$ cat config.mk
export PLATFORM = sky130hd
export DESIGN_NAME = heater_ctrl
export DESIGN_NICKNAME = d
export VERILOG_FILES = /design/src/rtl/heater_pkg.sv /design/src/rtl/heater_step_timer.sv /design/src/rtl/heater_ctrl.sv
export SDC_FILE = /design/constraint.sdc
export NUM_CORES = 1
export LEC_CHECK = 0
export CAP_MARGIN = 20
export CORE_UTILIZATION = 41
export CTS_CLUSTER_DIAMETER = 120
export DETAILED_ROUTE_END_ITERATION = 8
export PLACE_DENSITY = 0.72
export SYNTH_ARGS = -nofsm -noshare
export SYNTH_HDL_FRONTEND = slang
export SYNTH_HIERARCHICAL = 1
export SYNTH_SLANG_ARGS = --single-unit
$ cat constraint.sdc
create_clock -name clk -period 3.1 [get_ports clk]
set_clock_uncertainty 0.15 [all_clocks]
set_input_delay 0.465 -clock clk [delete_from_list [all_inputs] [get_ports clk]]
set_output_delay 0.465 -clock clk [all_outputs]
set_load 0.01 [all_outputs]
$ cat src/rtl/heater_pkg.sv
// Shared types, widths and helpers for the heater channel sequencer.
//   ctrl_state_t : sequencer FSM states
//   ERR_CNT_W    : width of the saturating error-cycle counter
//   MAX_CHAN     : largest supported channel count
//   thermo(n)    : thermometer mask with the lowest n bits set
package heater_pkg;

    typedef enum logic [2:0] {
        IDLE,
        RAMP_UP,
        SETTLE,
        RUN,
        RAMP_DOWN
    } ctrl_state_t;

    localparam int unsigned ERR_CNT_W  = 32;
    localparam int unsigned MAX_CHAN   = 64;
    localparam int unsigned CHAN_CNT_W = 7;

    // Thermometer mask: bit i set for every i < n.
    function automatic logic [MAX_CHAN-1:0] thermo(input logic [CHAN_CNT_W-1:0] n);
        logic [MAX_CHAN-1:0] m;
        m = '0;
        for (int unsigned i = 0; i < MAX_CHAN; i++) begin
            m[i] = (CHAN_CNT_W'(i) < n);
        end
        return m;
    endfunction

endpackage

$ cat src/rtl/heater_step_timer.sv
// Reloadable down-counter producing a single-cycle expire pulse
// load_val cycles after load; shared by all timed sequencer phases.
//   clk, reset  : clock, synchronous active-high reset
//   load_i      : restart the count with load_val_i (load_val_i >= 1)
//   load_val_i  : cycles until expire
//   expire_o    : registered 1-cycle pulse; the consumer acts on the next
//                 edge, which lands exactly load_val cycles after the load
module heater_step_timer #(
    parameter int unsigned TW = 4
) (
    input  logic          clk,
    input  logic          reset,
    input  logic          load_i,
    input  logic [TW-1:0] load_val_i,
    output logic          expire_o
);

    logic [TW-1:0] cnt_q;
    logic          expire_q;

    // Count is preloaded with load_val-1 so the registered pulse is not late.
    always_ff @(posedge clk) begin
        if (reset) begin
            cnt_q    <= '0;
            expire_q <= 1'b0;
        end else if (load_i) begin
            cnt_q    <= load_val_i - TW'(1);
            expire_q <= (load_val_i == TW'(1));
        end else if (cnt_q != '0) begin
            cnt_q    <= cnt_q - TW'(1);
            expire_q <= (cnt_q == TW'(1));
        end else begin
            expire_q <= 1'b0;
        end
    end

    assign expire_o = expire_q;

endmodule

$ cat src/rtl/heater_ctrl.sv
// Heater channel sequencer: ramps channels out of reset one per step,
// settles, clears checkers, monitors errors, then ramps channels back down.
//   start / stop / target_chans : control (start in IDLE, stop while ramping/running)
//   clr_status                  : clear sticky errors and error count
//   chan_error                  : per-channel checker error (monitored in RUN only)
//   chan_reset, chan_err_clear  : per-channel reset and checker clear pulse
//   active_chans, running, busy : status
//   err_sticky, err_count       : sticky error flags, saturating error-cycle count
module heater_ctrl
    import heater_pkg::*;
#(
    parameter  int unsigned NUM_CHAN      = 8,
    parameter  int unsigned STEP_CYCLES   = 1024,
    parameter  int unsigned SETTLE_CYCLES = 4096,
    localparam int unsigned CW            = $clog2(NUM_CHAN + 1)
) (
    input  logic                 clk,
    input  logic                 reset,
    input  logic                 start,
    input  logic                 stop,
    input  logic [CW-1:0]        target_chans,
    input  logic                 clr_status,
    input  logic [NUM_CHAN-1:0]  chan_error,
    output logic [NUM_CHAN-1:0]  chan_reset,
    output logic [NUM_CHAN-1:0]  chan_err_clear,
    output logic [CW-1:0]        active_chans,
    output logic                 running,
    output logic                 busy,
    output logic [NUM_CHAN-1:0]  err_sticky,
    output logic [ERR_CNT_W-1:0] err_count
);

    localparam int unsigned MAX_CYC = (STEP_CYCLES > SETTLE_CYCLES) ? STEP_CYCLES : SETTLE_CYCLES;
    localparam int unsigned TW      = $clog2(MAX_CYC + 1);

    ctrl_state_t          state_q;
    logic [CW-1:0]        active_q;
    logic [CW-1:0]        tgt_q;
    logic [NUM_CHAN-1:0]  chan_reset_q;
    logic [NUM_CHAN-1:0]  err_clr_q;
    logic                 running_q;
    logic                 busy_q;
    logic [NUM_CHAN-1:0]  sticky_q;
    logic [ERR_CNT_W-1:0] err_count_q;

    logic                 step_expire;
    logic                 timer_load_c;
    logic [TW-1:0]        timer_val_c;
    logic [CW-1:0]        active_inc_c;
    logic [CW-1:0]        active_dec_c;
    logic [CW-1:0]        tgt_clamp_c;
    logic [NUM_CHAN-1:0]  hit_c;

    heater_step_timer #(
        .TW (TW)
    ) u_timer (
        .clk        (clk),
        .reset      (reset),
        .load_i     (timer_load_c),
        .load_val_i (timer_val_c),
        .expire_o   (step_expire)
    );

    // Arithmetic helpers for the FSM.
    always_comb begin
        active_inc_c = active_q + CW'(1);
        active_dec_c = active_q - CW'(1);
        tgt_clamp_c  = (target_chans > CW'(NUM_CHAN)) ? CW'(NUM_CHAN) : target_chans;
    end

    // Timer reload: on entry to each timed phase and after every step.
    always_comb begin
        timer_load_c = 1'b0;
        timer_val_c  = TW'(STEP_CYCLES);
        unique case (state_q)
            IDLE: begin
                timer_load_c = start && (target_chans != '0);
            end
            RAMP_UP: begin
                if (stop) begin
                    timer_load_c = (active_q != '0);
                end else if (step_expire) begin
                    timer_load_c = 1'b1;
                    if (active_inc_c == tgt_q) begin
                        timer_val_c = TW'(SETTLE_CYCLES);
                    end
                end
            end
            SETTLE, RUN: begin
                timer_load_c = stop;
            end
            RAMP_DOWN: begin
                timer_load_c = step_expire && (active_dec_c != '0);
            end
            default: begin
                timer_load_c = 1'b0;
            end
        endcase
    end

    // Sequencer FSM with registered outputs.
    always_ff @(posedge clk) begin
        if (reset) begin
            state_q      <= IDLE;
            active_q     <= '0;
            tgt_q        <= '0;
            chan_reset_q <= '1;
            err_clr_q    <= '0;
            running_q    <= 1'b0;
            busy_q       <= 1'b0;
        end else begin
            err_clr_q <= '0;
            unique case (state_q)
                IDLE: begin
                    if (start && (target_chans != '0)) begin
                        state_q <= RAMP_UP;
                        tgt_q   <= tgt_clamp_c;
                        busy_q  <= 1'b1;
                    end
                end
                RAMP_UP: begin
                    if (stop) begin
                        // Nothing enabled yet: no ramp-down needed.
                        if (active_q == '0) begin
                            state_q <= IDLE;
                            busy_q  <= 1'b0;
                        end else begin
                            state_q <= RAMP_DOWN;
                        end
                    end else if (step_expire) begin
                        active_q     <= active_inc_c;
                        chan_reset_q <= ~NUM_CHAN'(thermo(CHAN_CNT_W'(active_inc_c)));
                        if (active_inc_c == tgt_q) begin
                            state_q <= SETTLE;
                        end
                    end
                end
                SETTLE: begin
                    if (stop) begin
                        state_q <= RAMP_DOWN;
                    end else if (step_expire) begin
                        err_clr_q <= ~chan_reset_q;
                        state_q   <= RUN;
                    end
                end
                RUN: begin
                    // running rises the cycle after the checker clear pulse.
                    if (stop) begin
                        state_q   <= RAMP_DOWN;
                        running_q <= 1'b0;
                    end else begin
                        running_q <= 1'b1;
                    end
                end
                RAMP_DOWN: begin
                    if (step_expire) begin
                        active_q     <= active_dec_c;
                        chan_reset_q <= ~NUM_CHAN'(thermo(CHAN_CNT_W'(active_dec_c)));
                        if (active_dec_c == '0) begin
                            state_q <= IDLE;
                            busy_q  <= 1'b0;
                        end
                    end
                end
                default: begin
                    state_q <= IDLE;
                end
            endcase
        end
    end

    // Errors only count on active channels while monitoring.
    always_comb begin
        hit_c = running_q ? (chan_error & ~chan_reset_q) : '0;
    end

    // Sticky flags and saturating count; a new error wins over clr_status.
    always_ff @(posedge clk) begin
        if (reset) begin
            sticky_q    <= '0;
            err_count_q <= '0;
        end else begin
            sticky_q <= (clr_status ? '0 : sticky_q) | hit_c;
            if (clr_status) begin
                err_count_q <= (hit_c != '0) ? ERR_CNT_W'(1) : '0;
            end else if ((hit_c != '0) && (err_count_q != '1)) begin
                err_count_q <= err_count_q + ERR_CNT_W'(1);
            end
        end
    end

    assign chan_reset     = chan_reset_q;
    assign chan_err_clear = err_clr_q;
    assign active_chans   = active_q;
    assign running        = running_q;
    assign busy           = busy_q;
    assign err_sticky     = sticky_q;
    assign err_count      = err_count_q;

endmodule

==> results.ini <==
[routing]
drc = 0
dr_wl_met3_um = 450
ant_nets = 0
vias = 4033
wl_met2_mm = 5.18
wl_per_cell_um = 13.4
drt_iter0_drc = 184
wl_mm = 10.5
drt_first_pass_iters = 4
routed_via_density = 5.18
maxUsedRoutingLayer = met4
drt-met1-wl_mm = 4.68

[status]
status = complete, no violations

[layout]
final_cells = 779
area_delta_synth_final_pct = 27.2
fillers = 982
layout.nets = 666
drive_gt1_share_pct = 8.40
antenna_cells = 0
fin_area_mm2 = 0.00569

[pwr]
power_density_mw_per_mm2 = 390
p_leak_uw = 0.00200
p_total_uw = 2220
ir_drop_mv = 0.203

[global_route]
antenna_found_initial = 0
grt_pass1_vias = 3924
grt_first_pass_wirelength_mm = 18.1
gr-total-overflow = 0
grt_use_total_pct = 19.7
grt_max_degree = 49

[synthesis]
ys_seq_elements = 83
synth.avg_cell_area_um2 = 8.45
synth_ff_type = dfxtp_1
netlist_area_mm2 = 0.00447
synth_top_family_by_area = simple AND/OR/NAND/NOR gates
synthDistinctLibCells = 69
yosys.area.top_type = dfxtp_1
synth_cells = 529
async_reset_ff_share_pct = 0
yosys.area.top_type_share_pct = 37.2
synth-xor-area-share_pct = 10.2
synthTopCellsByArea = dfxtp_1 37%, nor2_1 6.3%, xnor2_1 5.9%, xor2_1 4.3%, a21oi_1 3.8%
synthSimpleGateAreaFrac_pct = 32.9
yosysWarnings = 6
synth_edf_count = 0
synth_compound_area_share_pct = 12.1
yosysMostFrequentCell = dfxtp_1
synth_fa_ha_area_share_pct = 3.08
synthTopCellsByCount = 83 x dfxtp_1, 75 x nor2_1, 34 x a21oi_1, 30 x xnor2_1
yosysSeqAreaShare_pct = 37.2
yosys-mux-area-fraction_pct = 0.672

[sta]
hold_viol = 0
tightest_slew_ns = 0.685
grt_setup_unrepaired = false
finalSetupTns_ns = 0
holdWs_ns = 0.329
setup-violations-final = 0
clock.fmax_mhz = 370
slew_headroom_pct = 54.0
slew_violations = 0
period_share_pct = 87.3
min_period_ns = 2.71

[critical_path]
path_cells = inv_1 -> ha_1 -> nor2_1 -> a21oi_1 -> o21ai_0 -> a21boi_0 -> o21ai_0 -> nand2_1 -> buf_4 -> buf_4 -> nor3_1 -> a21oi_1 -> nor2_1
worstPathRequired_ns = 3.23
slowest_stage = dfxtp_2
critPathCaptureType = register
worstSetupStartpointType = register
cp.arrival_ns = 2.84
crit_path_max_fanout = 12
max_stage_delay_ns = 0.40
worst-setup-path-type = reg -> reg

[clocking]
clock-sinks = 83
htreeDepth = 3
cts_buffers = 9
cts_hold_buf = 0
postCtsSetupRepairBufs = 0
cts_tree = done
clk_pin_slew_ns = 0.09
clockBufferDepth = 2
ctsResizeCount = 0
clock-root-buffer = clkbuf_8
insertion_delay_ns = 0.35

[floorplanning]
die_w_um = 106
io_pins = 79
floorplan.initialDensity_pct = 42.7
floorplan.rows = 37
die_height_um = 106
coreArea_mm2 = 0.0105
dieArea_mm2 = 0.0113

[placed_design]
portBuffers = 78
dp_hpwl_mm = 7.76
post-place-cells = 763
placed_area_mm2 = 0.00548
place_congestion = 0.838

[hold_path]
hp-class = reg -> reg

[job]
drv_cap = 0

layout make-up:
type	count	area [um2]	area share, %
Multi-Input combinational cell	446	2760	48.5
Sequential cell	83	1660	29.2
Timing Repair Buffer	88	856	15.1
Tap cell	136	170	2.99
Clock buffer	9	124	2.18
Clock inverter	7	76.3	1.34
Inverter	10	37.5	0.660
flip-flops by register name, summed over array words and instances (netlist names):
signal            cells
err_count            32
running               1
u_timer/expire_o      1
chan_reset            8
tgt_q                 4
active_chans          4
u_timer/cnt_q        13
err_sticky            8
busy                  1
chan_err_clear        8
state_q               3
cells by family after synthesis:
logic type	Yosys count
simple gates	264
flops	83
compound gates	82
xor+xnor	52
buf+inv	33
fa+ha+maj	11
mux	3
other cells	1
worst paths after layout:
path / startpoint / to / slack (ns) / cells after the start
setup / recovery: active_chans[1]$_SDFFE_PP0P_ / u_timer/cnt_q[3]$_SDFFE_PP0P_ / 0.39 / 13
hold / removal: chan_reset[3]$_SDFFE_PP1P_ / chan_err_clear[3]$_SDFF_PP0_ / 0.33 / 1
setup reg to reg: active_chans[1]$_SDFFE_PP0P_ / u_timer/cnt_q[3]$_SDFFE_PP0P_ / 0.39 / 13
hold reg to reg: chan_reset[3]$_SDFFE_PP1P_ / chan_err_clear[3]$_SDFF_PP0_ / 0.33 / 1
per-layer routing:
layer / vias to the layer above / GRT usage [%]
met3: 15 / 4.05
met5: - / 0
met4: 0 / 6.15
met1: 1861 / 24.1
met2: 108 / 34.5
li1: 2049 / -
stage by stage:
step           setup WS, ns  util [%]
3_3_place_gp          0.413      52.4
2_1_floorplan         0.533         -
6_report              0.395      54.3
4_1_cts               0.325      54.3
5_1_grt              0.0975      54.3
3_5_place_dp          0.337      52.4
power by group:
| part | switching [uW] | internal, uW |
|---|---|---|
| clock network | 406 | 376 |
| logic | 157 | 140 |
| registers | 39.9 | 1100 |
cell usage in the layout (no fill, tap or decap), types with 12 or more instances in the layout:
master           count
dfxtp_1             82
clkdlybuf4s50_1     78
nor2_1              75
a21oi_1             34
conb_1              34
xnor2_1             30
nor3_1              26
nand2_1             26
nand3_1             23
xor2_1              22
nor2b_1             19
o21ai_0             12
worst max-delay path, delay by kind of cell, from the launching register on:
kind	cells	cell delay (ns)
DFF	1	0.40
AOI/OAI and AO/OA	5	0.72
buffers and inverters	3	0.48
and+or+nand+nor	4	0.67
adders and majority gates	1	0.23
(Power assumes the default switching activity.)
